`src/rtl/mips_pkg.sv`:
```
// Shared encodings for the MIPS run controller: FSM states, end-of-run status codes
// and the default halt address.
package mips_pkg;

  typedef enum logic [1:0] {
    ST_RESET_HOLD = 2'd0,
    ST_RUN        = 2'd1,
    ST_DONE       = 2'd2
  } run_state_e;

  localparam logic [1:0] STAT_NONE    = 2'b00;
  localparam logic [1:0] STAT_HALT    = 2'b01;
  localparam logic [1:0] STAT_LOOP    = 2'b10;
  localparam logic [1:0] STAT_TIMEOUT = 2'b11;

  localparam logic [31:0] DEFAULT_HALT_ADDR = 32'h0000_3ffc;

endpackage

```
`src/rtl/cpu_run_ctrl_sat_counter.sv`:
```
// Saturating up-counter with synchronous clear; clear wins over increment.
module sat_counter #(
  parameter int unsigned W = 32
) (
  input  logic         clk,
  input  logic         clr_i,
  input  logic         inc_i,
  output logic [W-1:0] count_o
);

  logic [W-1:0] cnt_q;
  logic [W-1:0] cnt_d;

  always_comb begin
    cnt_d = cnt_q;
    if (clr_i) begin
      cnt_d = '0;
    end else if (inc_i && (cnt_q != '1)) begin
      cnt_d = cnt_q + W'(1);
    end
  end

  always_ff @(posedge clk) begin
    cnt_q <= cnt_d;
  end

  assign count_o = cnt_q;

endmodule

```
`src/rtl/cpu_run_ctrl.sv`:
```
// Run controller for the pipelined MIPS core: core reset pulse, end-of-program detection
// (halt / self-loop / timeout) and run statistics. Optional stall counter: STALL_CNT_EN.
module cpu_run_ctrl
  import mips_pkg::*;
#(
  parameter int unsigned RESET_CYCLES = 10,
  parameter logic [31:0] HALT_ADDR    = DEFAULT_HALT_ADDR,
  parameter int unsigned LOOP_LIMIT   = 8,
  parameter int unsigned MAX_CYCLES   = 100000,
  parameter int unsigned CNT_W        = 32
) (
  input  logic             clk,
  input  logic             reset,
  input  logic             restart_i,
  input  logic [31:0]      pc_i,
  input  logic             retire_i,
  input  logic             stall_i,
  output logic             core_reset_o,
  output logic             running_o,
  output logic             done_o,
  output logic [1:0]       status_o,
  output logic [CNT_W-1:0] cycle_cnt_o,
  output logic [CNT_W-1:0] retire_cnt_o,
  output logic [CNT_W-1:0] stall_cnt_o
);

  localparam int unsigned HOLD_W = (RESET_CYCLES > 1) ? $clog2(RESET_CYCLES + 1) : 1;
  localparam int unsigned LOOP_W = $clog2(LOOP_LIMIT + 1);

  run_state_e        state_q, state_d;
  logic [HOLD_W-1:0] hold_q, hold_d;
  logic [31:0]       prev_pc_q, prev_pc_d;
  logic              prev_vld_q, prev_vld_d;
  logic [LOOP_W-1:0] loop_q, loop_d;
  logic [1:0]        status_q, status_d;
  logic              restart_clr_c;
  logic              cnt_clr_c;
  logic              run_c;
  logic              pc_match_c;
  logic              halt_hit_c;
  logic              loop_hit_c;
  logic              tmo_hit_c;

  // End-of-program detectors, all evaluated on the current RUN-cycle inputs
  assign run_c      = (state_q == ST_RUN);
  assign pc_match_c = prev_vld_q && (pc_i == prev_pc_q);
  assign halt_hit_c = (pc_i == HALT_ADDR);
  assign loop_hit_c = !stall_i && pc_match_c && (loop_q == LOOP_W'(LOOP_LIMIT - 1));
  assign tmo_hit_c  = (64'(cycle_cnt_o) == 64'(MAX_CYCLES - 1));

  always_comb begin
    state_d       = state_q;
    hold_d        = hold_q;
    prev_pc_d     = prev_pc_q;
    prev_vld_d    = prev_vld_q;
    loop_d        = loop_q;
    status_d      = status_q;
    restart_clr_c = 1'b0;
    unique case (state_q)
      ST_RESET_HOLD: begin
        if (hold_q == HOLD_W'(RESET_CYCLES - 1)) begin
          state_d    = ST_RUN;
          hold_d     = '0;
          prev_pc_d  = '0;
          prev_vld_d = 1'b0;
          loop_d     = '0;
        end else begin
          hold_d = hold_q + HOLD_W'(1);
        end
      end
      ST_RUN: begin
        prev_pc_d  = pc_i;
        prev_vld_d = 1'b1;
        // Stalled cycles neither advance nor break a self-loop run
        if (!stall_i) begin
          loop_d = pc_match_c ? (loop_q + LOOP_W'(1)) : '0;
        end
        if (halt_hit_c) begin
          state_d  = ST_DONE;
          status_d = STAT_HALT;
        end else if (loop_hit_c) begin
          state_d  = ST_DONE;
          status_d = STAT_LOOP;
        end else if (tmo_hit_c) begin
          state_d  = ST_DONE;
          status_d = STAT_TIMEOUT;
        end
      end
      ST_DONE: begin
        if (restart_i) begin
          state_d       = ST_RESET_HOLD;
          hold_d        = '0;
          status_d      = STAT_NONE;
          restart_clr_c = 1'b1;
        end
      end
      default: state_d = ST_RESET_HOLD;
    endcase
  end

  always_ff @(posedge clk) begin
    if (reset) begin
      state_q    <= ST_RESET_HOLD;
      hold_q     <= '0;
      prev_pc_q  <= '0;
      prev_vld_q <= 1'b0;
      loop_q     <= '0;
      status_q   <= STAT_NONE;
    end else begin
      state_q    <= state_d;
      hold_q     <= hold_d;
      prev_pc_q  <= prev_pc_d;
      prev_vld_q <= prev_vld_d;
      loop_q     <= loop_d;
      status_q   <= status_d;
    end
  end

  assign cnt_clr_c = reset || restart_clr_c;

  sat_counter #(.W(CNT_W)) u_cycle_cnt (
    .clk     (clk),
    .clr_i   (cnt_clr_c),
    .inc_i   (run_c),
    .count_o (cycle_cnt_o)
  );

  sat_counter #(.W(CNT_W)) u_retire_cnt (
    .clk     (clk),
    .clr_i   (cnt_clr_c),
    .inc_i   (run_c && retire_i),
    .count_o (retire_cnt_o)
  );

`ifdef STALL_CNT_EN
  sat_counter #(.W(CNT_W)) u_stall_cnt (
    .clk     (clk),
    .clr_i   (cnt_clr_c),
    .inc_i   (run_c && stall_i),
    .count_o (stall_cnt_o)
  );
`else
  assign stall_cnt_o = '0;
`endif

  assign core_reset_o = (state_q == ST_RESET_HOLD);
  assign running_o    = run_c;
  assign done_o       = (state_q == ST_DONE);
  assign status_o     = status_q;

endmodule

```
`config.mk`:
```
export PLATFORM = sky130hd
export DESIGN_NAME = cpu_run_ctrl
export DESIGN_NICKNAME = d
export VERILOG_FILES = /design/src/rtl/mips_pkg.sv /design/src/rtl/cpu_run_ctrl_sat_counter.sv /design/src/rtl/cpu_run_ctrl.sv
export SDC_FILE = /design/constraint.sdc
export NUM_CORES = 1
export LEC_CHECK = 0
export BUFFER_PORTS_ARGS = -buffer_cell sky130_fd_sc_hd__buf_2
export CAP_MARGIN = 20
export CORE_MARGIN = 4
export CORE_UTILIZATION = 40
export DETAILED_ROUTE_END_ITERATION = 6
export GPL_TIMING_DRIVEN = 1
export PLACE_DENSITY = 0.68
export SLEW_MARGIN = 5
export SYNTH_ARGS = -nofsm -noshare
export SYNTH_HDL_FRONTEND = slang
export SYNTH_SLANG_ARGS = --single-unit
```
`constraint.sdc`:
```
create_clock -name clk -period 2.44 [get_ports clk]
set_input_delay 0.488 -clock clk [delete_from_list [all_inputs] [get_ports clk]]
set_output_delay 0.488 -clock clk [all_outputs]
set_load 0.02 [all_outputs]
```
==> qor.csv <==
metric,value,unit
final_max_slew_viol_count,0,
row_count,43,
p_comb_frac,0.175,
rrSetupSlack,290,ps
ys_types,61,
core,0.01383,sq mm
cp_common_cell,nand4_1,
cts_buffers,9,
die_y,126.5,um
num_antenna_cells,0,
clk_pin_slew,70,ps
die_w,126.5,um
min_from,reset,
clock_sinks,109,
fin_crit_sh,0.8794,
hpwl,9880,um
dpl.cell_count,936,
r2r_end,u_cycle_cnt.count_o[13],
critPathTopFamily,simple AND/OR/NAND/NOR gates,
grt_pass1_vias,4452,
layoutNonFillerInstCount,952,
cpPeakStageDelay,520,ps
worst_r2r_startpoint,u_cycle_cnt.count_o[24],
vias,4905,
synth_top_family_by_area,simple AND/OR/NAND/NOR gates,
ff_latch_area,0.002182,sq mm
path_max_fanout,8,
slowest_stage,nor4_2,
postSynthAreaPerCell,8.551,sq um
ir_drop,0.0003472,V
die-area,0.01600,sq mm
synth_compound_area_frac,0.1071,
clock_skew,9.566,ps
tightest_slew,591.3,ps
async_flop_share,0,
yosys_warnings,0,
initial_core_util,0.4063,
postCtsSetupRepairBufs,0,
required,2660,ps
reg2reg_depth,6,
hold_viol,0,
via_per_inst,5.152,
fin_tns_setup,0,ps
yosysMostFrequentCell,dfxtp_1,
netlist_instances,657,
ios,138,
cts_tree,built,
synth_edf_count,0,
worstHoldPathType,primary input to flop,
min_path_cells,2,
clkPwrFrac,0.358,
rsz0062_at_grt,false,
wl_per_cell,14.19,um
antenna_found_initial,0,
grt_max_degree,45,
p_int,2.964,mW
root_buffer,clkbuf_16,
area.growth.synth_to_final,17.77,%
firstDrtPassIters,5,
ys.flop_type,dfxtp_1,
antenna_left,0,
gr-total-overflow,0,
clock_path_buffers,2,
leakagePower,2.761,nW
yosysTopAreaCellShare,0.3884,
clock_latency,350,ps
synth_common_cells,"109 x dfxtp_1, 103 x nor2_1, 55 x xor2_1",
multiInputGateArea,0.003137,sq mm
ys_top_cells_by_area,"dfxtp_1 39%, xor2_1 8.6%, nor2_1 6.9%",
power_frac_seq,0.467,
crit_arrival,2370,ps
track_usage,0.1659,
postCtsHoldBufs,0,
path_cells,"nand3_1, nor4_2, nand4_1, nand4_1, xor2_1, nor2_1",
grt_pass1_wl,22050,um
min_to,hold_q[2],
drv_cap,0,
max_freq,466.0,MHz
power_density,633.2,mW/mm^2
min_period,2146,ps
setup_viol,0,
slew_headroom,0.6041,
drc_errors,0,
drt_iter0_markers,359,
switching_share,0.2925,
outcome,"finished, final reports clean",
yosysSeqAreaShare,0.3884,
gp_congestion,0.8366,
synth_area,0.005618,sq mm
setup_ws,294.2,ps
yosys.area_share.xor_xnor,0.1263,
htree_num_levels,3,
port_buffers,105,
fillCellCount,1370,
p_switching,1.225,mW
synth_simple_gate_area_frac,0.2755,
worstSetupStartpointType,flop,
synth-seq-cells,109,
crit_buf_inv,0,
path_class,flop to flop,
fin_nets,812,
drt-total-wl,13510,um
synth_fa_ha_area_frac,0.01782,
end_kind,flop,
post_route_cells_drive_above_1_share,0.2060,
synth_top_area_cell,dfxtp_1,
synthMuxAreaShare,0.009354,
dp_slack,10.46,ps
cts_resized,0,
cells by family after synthesis:
group | Yosys count
simple gates | 292
flops | 109
mux | 5
other cells | 1
xor+xnor | 81
buf+inv | 76
fa+ha+maj | 8
compound gates | 85
worst reg2reg max path: stages, from the launching register on:
cell,delay [ps]
dfxtp_1,420
nand3_1,230
nor4_2,520
nand4_1,400
nand4_1,240
xor2_1,160
nor2_1,50
per-stage QoR:
stage	util	instance area, sq um	power, mW	hold slack [ps]
after floorplan	-	5734	2.541	449.2
after CTS	0.4785	6616	4.245	375.1
after global routing	0.4785	6616	4.416	383.1
final	0.4785	6616	4.190	382.5
after global placement	0.4568	6316	2.723	461.7
after detailed placement	0.4568	6316	2.734	468.5
sequential cells by signal, indices dropped and copies added, names as in the netlist:
name / cells
hold_q: 4
prev_pc_q: 32
loop_q: 4
status_o: 2
u_retire_cnt.count_o: 32
state_q: 2
prev_vld_q: 1
u_cycle_cnt.count_o: 32
metal layers:
metal / global-route usage / part of all wire / vias to the layer above
li1: - / - / 2469
met1: 0.2279 / 0.47 / 2308
met2: 0.2593 / 0.46 / 113
met3: 0.03705 / 0.052 / 15
met4: 0.05426 / 0.018 / 0
met5: 0 / 0 / -
power by group through the flow:
stage	logic, mW	registers (mW)	clock network, mW
after floorplan	0.535	2.01	0
after global placement	0.728	2.00	0
after detailed placement	0.736	2.00	0
after CTS	0.740	1.96	1.55
after global routing	0.823	1.97	1.62
final	0.733	1.96	1.50
layout make-up:
cell class,count,share of cell area
Sequential cell,109,0.3298
Inverter,19,0.01078
Timing Repair Buffer,125,0.1059
Clock buffer,10,0.03461
Clock inverter,6,0.01078
Tap cell,180,0.03404
Multi-Input combinational cell,503,0.4741
worst max-delay path by stage:
stage,from,endpoint,slack (ps),cells past startpoint
2_1_floorplan,pc_i[31],status_o[0],250,6
3_3_place_gp,pc_i[31],status_o[0],50,7
3_5_place_dp,pc_i[31],status_o[0],10,7
4_1_cts,u_cycle_cnt.count_o[24],u_cycle_cnt.count_o[13],330,6
5_1_grt,u_cycle_cnt.count_o[24],u_cycle_cnt.count_o[0],100,6
6_report,u_cycle_cnt.count_o[24],u_cycle_cnt.count_o[13],290,6
placed cells by master (no fill, tap or decap), types with 16 or more instances in the layout:
master,netlist,routed
nand3_1,38,38
xnor2_1,26,26
a21oi_1,21,20
a22oi_1,32,32
buf_2,3,105
and3_1,16,16
dfxtp_1,109,109
nand4_1,28,28
inv_1,16,16
conb_1,1,32
nor4_1,16,16
nor2_1,103,103
xor2_1,55,55
nand2_1,30,30
buf_4,32,18
Note: power is estimated with default switching activity, not from simulation.
